==> src/rtl/seg_scan_if.sv <==
// Display bus for seg_scan: word/strobe in, digit/segment drive and frame pulse out.
// With SEG_SCAN_BLINK_EN defined the per-digit blink mask rides on the same bus.
interface seg_scan_if;
  logic [31:0] din;
  logic        din_vld;
  logic [7:0]  sel;
  logic [7:0]  seg;
  logic        frame_done;
`ifdef SEG_SCAN_BLINK_EN
  logic [7:0]  blink;

  modport master (output din, din_vld, blink, input sel, seg, frame_done);
  modport slave  (input din, din_vld, blink, output sel, seg, frame_done);
`else
  modport master (output din, din_vld, input sel, seg, frame_done);
  modport slave  (input din, din_vld, output sel, seg, frame_done);
`endif
endinterface

==> src/rtl/seg_scan.sv <==
// Time-multiplexed 8-digit common-anode 7-segment scanner with frame-aligned word updates.
// Optional per-digit blinking is compiled in with `define SEG_SCAN_BLINK_EN.
module seg_scan #(
  parameter int SLOT_CYC  = 50_000,
  parameter int BLANK_CYC = 500,
  parameter int BLINK_CYC = 25_000_000
) (
  input  logic        clk,
  input  logic        rst,
  seg_scan_if.slave   bus
);

  // Handshake: din_vld is a single-cycle strobe that is always accepted; there is no ready.
  localparam int CW = (SLOT_CYC > 2) ? $clog2(SLOT_CYC) : 1;
  localparam logic [CW-1:0] CNT_LAST  = CW'(SLOT_CYC - 1);
  localparam logic [CW-1:0] CNT_PRE   = CW'(SLOT_CYC - 2);
  localparam logic [CW-1:0] BLANK_END = CW'(BLANK_CYC);

  logic [CW-1:0] cnt;
  logic [2:0]    idx;
  logic [31:0]   staging;
  logic [31:0]   shadow;
  logic          pending;
  logic          slot_end;
  logic          frame_end;
  logic [3:0]    nib;
  logic [7:0]    sel_d;
  logic [7:0]    seg_d;

  function automatic logic [7:0] decode(input logic [3:0] v);
    logic [7:0] s;
    case (v)
      4'h0: s = 8'hC0;
      4'h1: s = 8'hF9;
      4'h2: s = 8'hA4;
      4'h3: s = 8'hB0;
      4'h4: s = 8'h99;
      4'h5: s = 8'h92;
      4'h6: s = 8'h82;
      4'h7: s = 8'hF8;
      4'h8: s = 8'h80;
      4'h9: s = 8'h90;
      4'hA: s = 8'hBF;
      default: s = 8'hFF;
    endcase
    return s;
  endfunction

`ifdef SEG_SCAN_BLINK_EN
  localparam int BW = (BLINK_CYC > 2) ? $clog2(BLINK_CYC) : 1;
  localparam logic [BW-1:0] BLINK_LAST = BW'(BLINK_CYC - 1);

  logic [BW-1:0] bcnt;
  logic          phase;

  always_ff @(posedge clk or posedge rst) begin
    if (rst) begin
      bcnt  <= '0;
      phase <= 1'b0;
    end else if (bcnt == BLINK_LAST) begin
      bcnt  <= '0;
      phase <= ~phase;
    end else begin
      bcnt <= bcnt + 1'b1;
    end
  end
`endif

  assign slot_end  = (cnt == CNT_LAST);
  assign frame_end = slot_end && (idx == 3'd7);
  assign nib       = shadow[{idx, 2'b00} +: 4];

  always_comb begin
    sel_d = 8'hFF;
    seg_d = 8'hFF;
    if (cnt >= BLANK_END) begin
      sel_d = ~(8'h01 << idx);
      seg_d = decode(nib);
`ifdef SEG_SCAN_BLINK_EN
      if (phase && bus.blink[idx]) seg_d = 8'hFF;
`endif
    end
  end

  always_ff @(posedge clk or posedge rst) begin
    if (rst) begin
      cnt            <= '0;
      idx            <= '0;
      staging        <= '0;
      shadow         <= '0;
      pending        <= 1'b0;
      bus.sel        <= 8'hFF;
      bus.seg        <= 8'hFF;
      bus.frame_done <= 1'b0;
    end else begin
      if (slot_end) begin
        cnt <= '0;
        idx <= idx + 1'b1;
      end else begin
        cnt <= cnt + 1'b1;
      end

      if (bus.din_vld) begin
        staging <= bus.din;
        pending <= 1'b1;
      end
      // A strobe landing on the frame boundary itself bypasses staging.
      if (frame_end) begin
        if (bus.din_vld) begin
          shadow  <= bus.din;
          pending <= 1'b0;
        end else if (pending) begin
          shadow  <= staging;
          pending <= 1'b0;
        end
      end

      bus.sel        <= sel_d;
      bus.seg        <= seg_d;
      // Registered one cycle early so the pulse lines up with the last digit-7 cycle.
      bus.frame_done <= (cnt == CNT_PRE) && (idx == 3'd7);
    end
  end

endmodule

==> src/flat_wrapper.sv <==
// flat-port wrapper written by rule: the top's interface ports become plain ports
module seg_scan_flat 
#(
  parameter int SLOT_CYC  = 50_000,
  parameter int BLANK_CYC = 500,
  parameter int BLINK_CYC = 25_000_000
)
  (clk, rst, bus_din, bus_din_vld, bus_sel, bus_seg, bus_frame_done);
  seg_scan_if bus_i ();
  input  logic clk;
  input  logic rst;
  input wire logic [$bits(bus_i.din)-1:0] bus_din;
  input wire logic [$bits(bus_i.din_vld)-1:0] bus_din_vld;
  output wire logic [$bits(bus_i.sel)-1:0] bus_sel;
  output wire logic [$bits(bus_i.seg)-1:0] bus_seg;
  output wire logic [$bits(bus_i.frame_done)-1:0] bus_frame_done;
  assign bus_i.din = bus_din;
  assign bus_i.din_vld = bus_din_vld;
  assign bus_sel = bus_i.sel;
  assign bus_seg = bus_i.seg;
  assign bus_frame_done = bus_i.frame_done;
  seg_scan #(.SLOT_CYC(SLOT_CYC), .BLANK_CYC(BLANK_CYC), .BLINK_CYC(BLINK_CYC)) u_core (.clk(clk), .rst(rst), .bus(bus_i));
endmodule
==> config.mk <==
export PLATFORM = sky130hd
export DESIGN_NAME = seg_scan_flat
export DESIGN_NICKNAME = d
export VERILOG_FILES = /design/src/rtl/seg_scan_if.sv /design/src/rtl/seg_scan.sv /design/src/flat_wrapper.sv
export SDC_FILE = /design/constraint.sdc
export NUM_CORES = 1
export LEC_CHECK = 0
export BUFFER_PORTS_ARGS = -buffer_cell sky130_fd_sc_hd__buf_2
export CORE_ASPECT_RATIO = 1.5
export CORE_MARGIN = 3
export CORE_UTILIZATION = 60
export CTS_BUF_LIST = sky130_fd_sc_hd__clkbuf_2
export DETAILED_ROUTE_END_ITERATION = 8
export PLACE_DENSITY = 0.88
export SLEW_MARGIN = 20
export SYNTH_ARGS = -nofsm -noshare
export SYNTH_HDL_FRONTEND = slang
export SYNTH_SLANG_ARGS = --single-unit
==> constraint.sdc <==
create_clock -name clk -period 3.02 [get_ports clk]
set_clock_uncertainty 0.05 [all_clocks]
set_input_delay 0.151 -clock clk [delete_from_list [all_inputs] [get_ports clk]]
set_output_delay 0.151 -clock clk [all_outputs]
set_load 0.05 [all_outputs]
Word-level counts from Yosys, hierarchy flattened

Memories as Yosys holds them, arrays and structs flattened.
Cells that the tools add are included.

Bits in writable memories: 0
Logic and storage cells: 31
Bits in read-only memories: 112
Output and inout port bits: 17
Input port bits: 35
Flip-flop bits (word level): 101
Latch bits: 0
Memories kept: 1

Memories:

| name            | words | width | read ports | clocked after memory_dff | write ports | line           | source |
|---|---|---|---|---|---|---|---|
| (no name shown) | 16    | 7     | 1          | 0                        | 0           | seg_scan.sv:32 | `case (v)` |

Div/mod/pow operators: 0
Bitwise gates (word level): 1
Magnitude comparators: 1
Reduce and logical (&&, ||, !) cells: 4
$mul: 0
Eq/ne operators: 3
Shift operators: 2
$add $sub $neg: 2
Mux-type cells: 9

Operators by type and width:

| kind                                                               | count |
|---|---|
| two-way mux 32 bit                                                 | 2 |
| == test 16 bit, second input constant                              | 2 |
| indexed part select 32 x 6 -> 4 bit                                | 1 |
| adder 16 x 1 -> 16 bit, second input constant                      | 1 |
| greater-or-equal comparator 16 x 9 -> 1 bit, second input constant | 1 |
| two-way mux 16 bit                                                 | 1 |
| two-way mux 8 bit                                                  | 2 |
| NOT 8 bit                                                          | 1 |
| left shift 1 x 3 -> 8 bit, first input constant                    | 1 |
| two-way mux 1 bit                                                  | 4 |
| adder 3 x 1 -> 3 bit, second input constant                        | 1 |
| == test 3 bit, second input constant                               | 1 |
| logical AND 1 bit                                                  | 2 |
| AND reduction 2 bit                                                | 1 |
| nonzero test 2 bit                                                 | 1 |

Depth between registers and ports, before layout

Depth in word-level cells: 4
Depth in mapped cells: 8
Gate-level depth less buffers: 7

Worst setup path after synthesis

No wires, ideal clock.

Kind: register -> register
Start point: reg u_core.idx[0]
End point: reg u_core.bus.seg[1]
Library setup time: 0.089 ns
Data required time: 2.881 ns
Setup slack: 0.989 ns
Clock period less this slack: 2.031 ns
Path buffers: 1
Data arrival time: 1.892 ns
Cell stages (with the launch flop): 8
Path through: dfrtp_1 buf_6 mux4_1 mux2_2 inv_1 ha_1 a21oi_1 o21ai_0

Cells in the longest elaborated chain, start to end: 3

Ends and longest elaborated chain:

| what                                | line              | source |
|---|---|---|
| start, declared                     | seg_scan.sv:20    | `logic [2:0] idx;` |
| start signal, assigned              | seg_scan.sv:98    | `idx <= idx + 1'b1;` |
| indexed part select 32 x 6 -> 4 bit | seg_scan.sv:71    | `assign nib = shadow[{idx, 2'b00} +: 4];` |
| memory (16 x 7 bit)                 | -                 |  |
| two-way mux 8 bit                   | seg_scan.sv:76    | `if (cnt >= BLANK_END) begin` |
| via u_core.seg_d[1]                 | seg_scan.sv:28    | `logic [7:0] seg_d;` |
| end signal, assigned                | seg_scan.sv:119   | `bus.seg <= seg_d;` |
| end, declared                       | seg_scan_if.sv:16 | `modport slave (input din, din_vld, output sel, seg, frame_done);` |

The timed path passes the listed nets, and every way through them passes these cells.
A chain may end at the register's enable or synchronous reset.

Worst setup path after layout

Start point: reg u_core.idx[0]
End point: reg u_core.bus.seg[3]

The elaborated chain is that of the path after synthesis.

==> metrics.yaml <==
status:
  status: "finished, final reports clean"
synth:
  syn_area_um2: 4477
  netlist-cell-type-count: 48
  synthCells: 314
  yosysSeqAreaShare_pct: 56.32
  synth_fp_nets: 363
  syn_area_per_cell_um2: 14.26
  yosysWarnings: 0
  ys_ff_latch: 100
flow_run:
  max_cap_violations: 0
timing:
  worst_pin_slew_ps: 794.9
  tns_ps: 0
  finalCritPeriodShare_pct: 82.05
  hold_viol_final: 0
  slew_headroom_pct: 47.01
  slew_viol_final: 0
  rsz0062_at_grt: "no"
  fmax_mhz: 403.6
  setup_violations: 0
  period_minus_slack_ps: 2478
critical_path:
  endpoint_kind: "flip-flop"
  cp_slowest_cell: "dfrtp_1"
  critical_path.startpoint_type: "flip-flop"
  slowest_delay_ps: 710
  crit_fanout: 11
  cp_data_required_time_ps: 3470
  cp.buffers_inverters: 1
  crit_type: "flip-flop to flip-flop"
  crit_top_cell: "mux2i_1"
  worstPathCellList: "mux4_1, mux2i_1, inv_1, ha_1, mux2i_1, a22oi_1"
  cp.arrival_ps: 2930
  cp_top_family: "multiplexers"
die:
  core_area_um2: 7037
  row_count: 37
  initial_core_util_pct: 63.62
  die_w_um: 76.53
  dieArea_um2: 8555
  io_pins: 52
  die_h_um: 111.8
final_layout:
  final_cells: 501
  layout_commonest_cell: "dfrtp_1"
  diodes: 0
  final_cell_mix: "dfrtp_1, mux2_2, buf_2"
  fillCellCount: 451
  areaGrowthSynthToFinish_pct: 17.72
  fin_nets: 448
  drive_gt1_share_pct: 40.35
clock_tree:
  clock_latency_ps: 570
  cts.clk_slew.worst_paths_ps: 250
  cts_buffers: 9
  cts_tree: "yes"
  cts.htree.levels: 3
  root_buffer: "clkbuf_2"
  postCtsSetupBuffers: 0
  cts_max_path_buffers: 2
  clock_sinks: 100
placement:
  routabilityCongestion: 0.8381
  io_buffers: 50
  place_inst: 451
  hpwl_mm: 5.344
power:
  p_leak_nw: 2.441
  power.density_nw_per_um2: 441.7
  ir_drop_mv: 0.3517
global_route:
  grt_first_pass_wirelength_mm: 13.68
  grt_max_degree: 94
  grt_use_total_pct: 20.42
  overflow: 0
  grt_pass1_vias: 2823
  antenna_found_initial: 0
routing:
  drt-total-wl_mm: 8.089
  vias: 2708
  wl_per_cell_um: 16.15
  drt_iter0_drc: 161
  drcViolationCount: 0
  drt-pass1-iter-count: 4
  viasPerCell: 5.405
  route.antenna.remaining_nets: 0
min_path:
  hold_path_class: "input port to async pin"
## sequential cells by signal, indices dropped and copies added (netlist names)
name,count
u_core.bus.sel,8
u_core.staging,32
u_core.bus.frame_done,1
u_core.idx,3
u_core.shadow,32
u_core.bus.seg,7
u_core.pending,1
u_core.cnt,16
## tightest hold or removal path, stage by stage
cell,delay [ps]
dlygate4sd3_1,530
buf_2,150
inv_6,540
## logic make-up after synthesis
kind of cell,synth area share (%)
xor+xnor,2.152
mux,23.00
simple gates,8.357
compound gates,2.935
buf+inv,3.242
flops,56.32
other cells,0.08377
fa+ha+maj,3.913
## repair_timing
item,4_1_cts,5_1_grt
hold buffers,34,0
gates resized for setup,0,0
setup endpoints to repair,0,0
hold endpoints to repair,150,0
## synthesized netlist by cell type, drive strengths merged
cell type,instances,share of area [%]
dfrtp,85,48
mux2,68,17
dfstp,15,8.8
ha,14,3.9
nand2,12,1.0
nand3,12,1.5
inv,10,0.84
buf,9,1.7
nor2,9,0.75
a21oi,8,0.89
mux4,8,4.6
clkbuf,7,0.59
o21ai,6,0.67
xnor2,6,1.2
mux2i,5,1.1
xor2,5,0.98
nand4,4,0.56
nor3,4,0.45
nor4,3,1.1
a22oi,2,0.45
a2bb2oi,2,0.39
and2,2,0.28
and3,2,0.28
and4,2,0.39
and4b,2,0.48
nor3b,2,0.45
and4bb,1,0.28
clkinv,1,0.084
conb,1,0.084
nand3b,1,0.45
nor2b,1,0.14
o21a,1,0.17
o311ai,1,0.20
o31ai,1,0.17
or3,1,0.14
or4,1,0.17
## area by class of cell
| type | count | area, um^2 | share of cell area, % |
|---|---|---|---|
| Inverter | 11 | 46.29 | 0.8784 |
| Tap cell | 97 | 121.4 | 2.303 |
| Multi-Input combinational cell | 187 | 1810 | 34.35 |
| Clock buffer | 9 | 45.04 | 0.8547 |
| Sequential cell | 100 | 2521 | 47.84 |
| Timing Repair Buffer | 90 | 635.6 | 12.06 |
| Clock inverter | 7 | 90.09 | 1.709 |
## final timing paths
path | depth (start not counted) | startpoint | slack [ps] | end
hold reg to reg | 1 | u_core.staging[14] | 480 | u_core.staging[14]
max in group asynchronous | 4 | rst | 2030 | u_core.bus.sel[4]
setup reg to reg | 6 | u_core.idx[0] | 540 | u_core.bus.seg[3]
setup / recovery | 6 | u_core.idx[0] | 540 | u_core.bus.seg[3]
hold / removal | 3 | rst | 220 | u_core.staging[16]
min in group clk | 3 | bus_din[21] | 290 | u_core.staging[21]
## per-stage QoR
stage | hold slack [ps] | utilization (%) | worst slack (ps) | area, um^2 | total power [W]
6_report | 218.4 | 74.89 | 542.1 | 5270 | 0.002328
4_1_cts | 266.5 | 74.86 | 566.3 | 5268 | 0.002336
3_5_place_dp | 357.3 | 68.10 | 588.2 | 4792 | 0.001612
5_1_grt | 236.9 | 74.89 | 360.0 | 5270 | 0.002416
3_3_place_gp | 359.2 | 68.10 | 681.2 | 4792 | 0.001602
2_1_floorplan | 265.2 | - | 225.0 | 4477 | 0.001552
## per-layer routing
metal | track usage (%) | vias up | part of all wire (%)
li1 | - | 1283 | -
met1 | 25.51 | 1343 | 42
met3 | 4.693 | 15 | 3.3
met2 | 34.53 | 67 | 53
met5 | 0 | - | 0
met4 | 7.981 | 0 | 1.9
## power breakdown
part / total [W] / internal, W / switching, W
combinational: 0.000201 / 0.000110 / 0.0000903
sequential: 0.00142 / 0.00140 / 0.0000207
clock: 0.000706 / 0.000271 / 0.000435
Note: power is estimated with default switching activity, not from simulation.
